### config.mk
export PLATFORM = sky130hd
export DESIGN_NAME = wb_copy_master
export DESIGN_NICKNAME = d
export VERILOG_FILES = /design/src/rtl/wb_copy_master.sv
export SDC_FILE = /design/constraint.sdc
export NUM_CORES = 1
export LEC_CHECK = 0
export BUFFER_PORTS_ARGS = -buffer_cell sky130_fd_sc_hd__buf_2
export CAP_MARGIN = 20
export CORE_ASPECT_RATIO = 0.7
export CORE_MARGIN = 8
export CORE_UTILIZATION = 26
export CTS_CLUSTER_DIAMETER = 200
export DETAILED_ROUTE_END_ITERATION = 16
export PLACE_DENSITY_LB_ADDON = 0.2
export SLEW_MARGIN = 20
export SYNTH_ARGS = -nofsm -noshare
export SYNTH_HDL_FRONTEND = slang
export SYNTH_SLANG_ARGS = --single-unit
### constraint.sdc
create_clock -name wb_clk_i -period 2.65 [get_ports wb_clk_i]
set_input_delay 0.1325 -clock wb_clk_i [delete_from_list [all_inputs] [get_ports wb_clk_i]]
set_output_delay 0.1325 -clock wb_clk_i [all_outputs]
set_load 0.1 [all_outputs]
### src/rtl/wb_copy_master.sv
// Wishbone initiator that copies a block of 32-bit words using one single read and one single write per word.
// Optional bus-cycle timeout enabled by defining WB_COPY_TIMEOUT_EN (limit set by to_cycles).
module wb_copy_master #(
    parameter int lw        = 16,
    parameter int to_cycles = 255
) (
    input  logic          wb_clk_i,
    input  logic          wb_rst_i,
    input  logic          cmd_start_i,
    input  logic [31:0]   cmd_src_i,
    input  logic [31:0]   cmd_dst_i,
    input  logic [lw-1:0] cmd_len_i,
    output logic          busy_o,
    output logic          done_o,
    output logic          err_o,
    output logic [lw-1:0] words_o,
    output logic [31:0]   wb_adr_o,
    output logic          wb_cyc_o,
    output logic          wb_stb_o,
    output logic          wb_we_o,
    output logic [3:0]    wb_sel_o,
    output logic [31:0]   wb_dat_o,
    input  logic [31:0]   wb_dat_i,
    input  logic          wb_ack_i,
    input  logic          wb_err_i
);
    // state | meaning
    // IDLE  | waiting for cmd_start_i
    // RD    | single read of the source word in progress
    // WR    | single write of the captured word in progress
    // GAP   | one idle bus cycle; r_next_wr selects WR or RD afterwards
    // DONE  | one-cycle completion/abort pulse, then back to IDLE
    typedef enum logic [2:0] {S_IDLE, S_RD, S_WR, S_GAP, S_DONE} state_t;

    state_t        r_state;
    logic          r_next_wr;
    logic [31:0]   r_src;
    logic [31:0]   r_dst;
    logic [31:0]   r_adr;
    logic [31:0]   r_dat;
    logic [lw-1:0] r_rem;
    logic [lw-1:0] r_words;
    logic          r_cyc;
    logic          r_we;
    logic [3:0]    r_sel;
    logic          r_busy;
    logic          r_done;
    logic          r_err;

    logic          w_in_access;
    logic          w_timeout;
    logic          w_abort;
    logic          w_unused;

    assign w_in_access = (r_state == S_RD) || (r_state == S_WR);
    assign w_unused    = ^{cmd_src_i[1:0], cmd_dst_i[1:0]};

`ifdef WB_COPY_TIMEOUT_EN
    logic [31:0] r_to_cnt;

    always_ff @(posedge wb_clk_i) begin
        if (wb_rst_i || !w_in_access || wb_ack_i || wb_err_i) begin
            r_to_cnt <= '0;
        end else begin
            r_to_cnt <= r_to_cnt + 32'd1;
        end
    end

    // An ack arriving in the last allowed cycle still completes the access.
    assign w_timeout = w_in_access && !wb_ack_i && (r_to_cnt == 32'(to_cycles - 1));
`else
    localparam int unused_to_cycles = to_cycles;
    assign w_timeout = 1'b0;
`endif

    assign w_abort = w_in_access && (wb_err_i || w_timeout);

    always_ff @(posedge wb_clk_i) begin
        if (wb_rst_i) begin
            r_state   <= S_IDLE;
            r_next_wr <= 1'b0;
            r_src     <= '0;
            r_dst     <= '0;
            r_adr     <= '0;
            r_dat     <= '0;
            r_rem     <= '0;
            r_words   <= '0;
            r_cyc     <= 1'b0;
            r_we      <= 1'b0;
            r_sel     <= 4'h0;
            r_busy    <= 1'b0;
            r_done    <= 1'b0;
            r_err     <= 1'b0;
        end else begin
            r_done <= 1'b0;
            if (w_abort) begin
                r_err   <= 1'b1;
                r_cyc   <= 1'b0;
                r_we    <= 1'b0;
                r_sel   <= 4'h0;
                r_done  <= 1'b1;
                r_state <= S_DONE;
            end else begin
                case (r_state)
                    S_IDLE: begin
                        if (cmd_start_i) begin
                            r_src   <= {cmd_src_i[31:2], 2'b00};
                            r_dst   <= {cmd_dst_i[31:2], 2'b00};
                            r_rem   <= cmd_len_i;
                            r_err   <= 1'b0;
                            r_words <= '0;
                            r_busy  <= 1'b1;
                            if (cmd_len_i == '0) begin
                                r_done  <= 1'b1;
                                r_state <= S_DONE;
                            end else begin
                                r_cyc   <= 1'b1;
                                r_we    <= 1'b0;
                                r_sel   <= 4'hF;
                                r_adr   <= {cmd_src_i[31:2], 2'b00};
                                r_state <= S_RD;
                            end
                        end
                    end
                    S_RD: begin
                        if (wb_ack_i) begin
                            r_dat     <= wb_dat_i;
                            r_cyc     <= 1'b0;
                            r_sel     <= 4'h0;
                            r_next_wr <= 1'b1;
                            r_state   <= S_GAP;
                        end
                    end
                    S_WR: begin
                        if (wb_ack_i) begin
                            r_cyc     <= 1'b0;
                            r_we      <= 1'b0;
                            r_sel     <= 4'h0;
                            r_src     <= r_src + 32'd4;
                            r_dst     <= r_dst + 32'd4;
                            r_words   <= r_words + lw'(1);
                            r_rem     <= r_rem - lw'(1);
                            r_next_wr <= 1'b0;
                            if (r_rem == lw'(1)) begin
                                r_done  <= 1'b1;
                                r_state <= S_DONE;
                            end else begin
                                r_state <= S_GAP;
                            end
                        end
                    end
                    S_GAP: begin
                        r_cyc <= 1'b1;
                        r_sel <= 4'hF;
                        if (r_next_wr) begin
                            r_we    <= 1'b1;
                            r_adr   <= r_dst;
                            r_state <= S_WR;
                        end else begin
                            r_we    <= 1'b0;
                            r_adr   <= r_src;
                            r_state <= S_RD;
                        end
                    end
                    S_DONE: begin
                        r_busy  <= 1'b0;
                        r_state <= S_IDLE;
                    end
                    default: r_state <= S_IDLE;
                endcase
            end
        end
    end

    // cyc and stb come from one register so they can never disagree.
    assign wb_cyc_o = r_cyc;
    assign wb_stb_o = r_cyc;
    assign wb_we_o  = r_we;
    assign wb_sel_o = r_sel;
    assign wb_adr_o = r_adr;
    assign wb_dat_o = r_dat;
    assign busy_o   = r_busy;
    assign done_o   = r_done;
    assign err_o    = r_err;
    assign words_o  = r_words;

endmodule

==> flow_metrics.py <==
metrics = {
    "critical_path": {
        "r2r-start": "r_src[2]",
        "cp.required_ps": 2980,
        "crit_path_end_kind": "flip-flop",
        "reg2reg_slack_ps": 320,
        "critPathLaunch": "r_src[2]",
        "cp_slowest_cell": "nor4_1",
        "crit_top_cell": "nand3_1",
        "worstSetupPathType": "reg -> reg",
        "r2r_end": "r_src[16]",
        "cp_max_fo": 6,
        "reg2regPathDepth": 6,
        "cp.arrival_ps": 2660,
        "worst_path_largest_cell_delay_ps": 480,
        "startpoint_type": "flip-flop",
        "crit_chain": "ha_1, nand3_1, buf_4, nor4_1, nand3_1, a311o_1",
    },
    "synth": {
        "synth.mux.area_fraction_pct": 3.83,
        "synth_most_common_cell": "nand2_1",
        "synth_nets": 1274,
        "ys_top_cells_by_area": "dfxtp_1 (38%), nand2_1 (9.3%), a21oi_1 (7.6%)",
        "yosysSeqAreaShare_pct": 37.9,
        "synth_top_flop_cell": "dfxtp_1",
        "synth_top_area_share_pct": 37.9,
        "synth.avg_cell_area_um2": 7.51,
        "synthXorXnorAreaFrac_pct": 1.72,
        "ys_async_sr_fraction_pct": 0,
        "syn_area_um2": 8650,
        "synth_top_area_cell": "dfxtp_1",
        "synthSimpleGateAreaFrac_pct": 27.0,
        "synth_compound_area_share_pct": 23.6,
        "synth-edff-count": 0,
        "synth_commonest_cells": "nand2_1 (215), dfxtp_1 (164), a21oi_1 (132), nor2_1 (90), clkbuf_1 (68)",
        "ys_warn_count": 0,
        "synth_cell_types": 69,
        "synth_top_family_by_area": "simple AND/OR/NAND/NOR gates",
        "syn_inst": 1152,
        "yosys.area_share.adder_pct": 0.723,
        "ys_seq_elements": 164,
    },
    "finish": {
        "post-route-cell-area_um2": 11400,
        "nNetsFinal": 1496,
        "synthToLayoutAreaGrowth_pct": 31.4,
        "drive_gt1_share_pct": 21.3,
    },
    "routing": {
        "drt-total-wl_mm": 34.3,
        "wire_per_inst_um": 18.8,
        "drtIter0Drc": 677,
        "ant_nets": 0,
        "drc_errors": 0,
        "vias": 9354,
        "post_drt_via_cell_ratio": 5.13,
        "drt_pass1_iterations": 5,
    },
    "clock_network": {
        "clk_pin_slew_ps": 70,
        "cts_buffer_depth": 2,
        "cts_tree": "yes",
        "cts_setup_buffers": 0,
        "post_cts_resized": 0,
        "clk_latency_ps": 450,
        "h-tree-depth": 4,
        "numCtsBuffers": 17,
        "cts.sinks": 164,
        "hold_buffers": 52,
        "cts-root-buf": "clkbuf_16",
    },
    "power": {
        "clkPwrFrac_pct": 24.7,
        "power_uw": 10800,
        "peakVddDrop_v": 0.000431,
        "power.switching_uw": 5090,
        "p_leak_uw": 0.00431,
        "pwr-share-seq_pct": 32.2,
        "p_int_uw": 5750,
        "switching_share_pct": 47.0,
        "comb_power_share_pct": 43.0,
        "powerDensity_nw_per_um2": 953,
    },
    "min_path": {
        "hp-start": "cmd_len_i[11]",
        "min_to": "r_rem[11]",
        "holdPathStages": 3,
        "hold_path.class": "in -> reg",
    },
    "floorplan": {
        "die_height_um": 169,
        "std_cell_rows": 56,
        "start_util_pct": 26.1,
        "core_um2": 33100,
        "dieArea_um2": 39500,
        "fp.dieW_um": 234,
        "io-pin-count": 207,
    },
    "sta": {
        "finalClockSkew_ps": 8.26,
        "fin_crit_sh_pct": 87.7,
        "hold_viol": 0,
        "setup_viol": 0,
        "rsz0062_at_grt": "no",
        "period_minus_slack_ps": 2330,
        "layout_setup_ws_ps": 325,
        "fmax_mhz": 430,
        "tns_ps": 0,
        "report.final.slew_viol_count": 0,
        "worst_pin_slew_ps": 792,
        "relSlewSlack_pct": 47.2,
    },
    "placement": {
        "dp_hpwl_mm": 24.5,
        "placed_cell_area_um2": 10200,
        "gp_congestion": 0.814,
        "pre_cts_ws_ps": 380,
        "portBuffers": 202,
    },
    "global_routing": {
        "use_met2_pct": 24.6,
        "grt_pass1_vias": 8909,
        "grt_max_degree": 67,
        "use_met1_pct": 24.7,
        "grtUsageTotal_pct": 17.0,
        "antenna_found_initial": 2,
        "grt_overflow": 0,
        "grt_pass1_wl_mm": 52.8,
        "busiest_layer": "met1",
        "use_met3_pct": 4.48,
    },
    "job": {
        "cap_viol_max_count": 0,
    },
    "status": {
        "outcome": "finished, final reports clean",
    },
}
## cells in the final DEF, fill, tap and decap left out, drive strengths merged, types with 4 or more instances in the layout
master / instances
nand2b: 6
o22ai: 8
a2111oi: 5
and4: 8
a32o: 4
and2: 11
mux2i: 32
nand3b: 4
nor2: 91
a311o: 4
a31oi: 16
dlygate4sd3: 52
and3: 22
o21ai: 48
ha: 5
buf: 243
a311oi: 8
inv: 20
o211ai: 41
a211oi: 9
o32ai: 6
a22oi: 10
nor3: 23
nor4: 19
xnor2: 4
clkbuf: 18
or4: 6
dfxtp: 164
or2: 4
clkinv: 6
xor2: 13
or3: 9
a21oi: 132
a22o: 6
nand2: 215
nand4: 21
nand3: 51
## metal layers
metal	wire, µm	share of wire [%]
met1	17200	50
met2	14400	42
met3	2240	6.5
met4	403	1.2
met5	22	0.064
## registers in the layout, summed over array words and instances, names as in the netlist
| register | cells |
|---|---|
| busy_o | 1 |
| done_o | 1 |
| err_o | 1 |
| r_dst | 30 |
| r_next_wr | 1 |
| r_rem | 16 |
| r_src | 30 |
| r_state | 3 |
| wb_adr_o | 31 |
| wb_dat_o | 32 |
| wb_sel_o | 1 |
| wb_we_o | 1 |
| words_o | 16 |
## worst max-delay path by stage
stage / end / slack [ps] / cells past startpoint
detailed placement: r_src[16] / 380 / 6
floorplan: words_o[14] / 100 / 6
CTS: r_src[16] / 370 / 6
global route: r_src[16] / 120 / 6
global placement: r_src[16] / 450 / 6
finish: r_src[16] / 320 / 6
## final cells by class
cell class / count / area [µm²]
Antenna cell: 2 / 5.00
Timing Repair Buffer: 295 / 1890
Inverter: 18 / 67.6
Sequential cell: 164 / 3280
Fill cell: 3538 / 21800
Clock buffer: 18 / 439
Clock inverter: 13 / 175
Tap cell: 435 / 544
Multi-Input combinational cell: 878 / 4960
## per-stage QoR
step / cells / hold slack (ps) / util [%]
6_report: 1823 / 27.7 / 34.3
5_1_grt: 1821 / 29.9 / 34.3
4_1_cts: 1821 / 8.53 / 34.3
3_5_place_dp: 1738 / 379 / 30.9
3_3_place_gp: 1738 / 373 / 30.9
2_1_floorplan: 1152 / 269 / -
## critical path, delay by kind of cell (launching register included)
kind | cells | cell delay (ps)
simple gates | 3 | 910
flops | 1 | 440
compound gates | 1 | 370
fa+ha+maj | 1 | 270
buf+inv | 1 | 230
## power by group through the flow
stage / Clock (µW) / Sequential [µW] / Combinational, µW
5_1_grt: 2850 / 3570 / 5030
2_1_floorplan: 0 / 4510 / 2360
3_3_place_gp: 0 / 3520 / 4600
3_5_place_dp: 0 / 3530 / 4620
6_report: 2680 / 3490 / 4660
4_1_cts: 2750 / 3480 / 4690
## logic make-up (layout without fill, tap and decap cells)
family          count (synthesis)  in the layout
other cells                     0              2
buf+inv                       110            344
fa+ha+maj                       5              5
xor+xnor                       17             17
flops                         164            164
simple gates                  500            500
compound gates                323            323
mux                            33             33
Note: power is estimated with default switching activity, not from simulation.
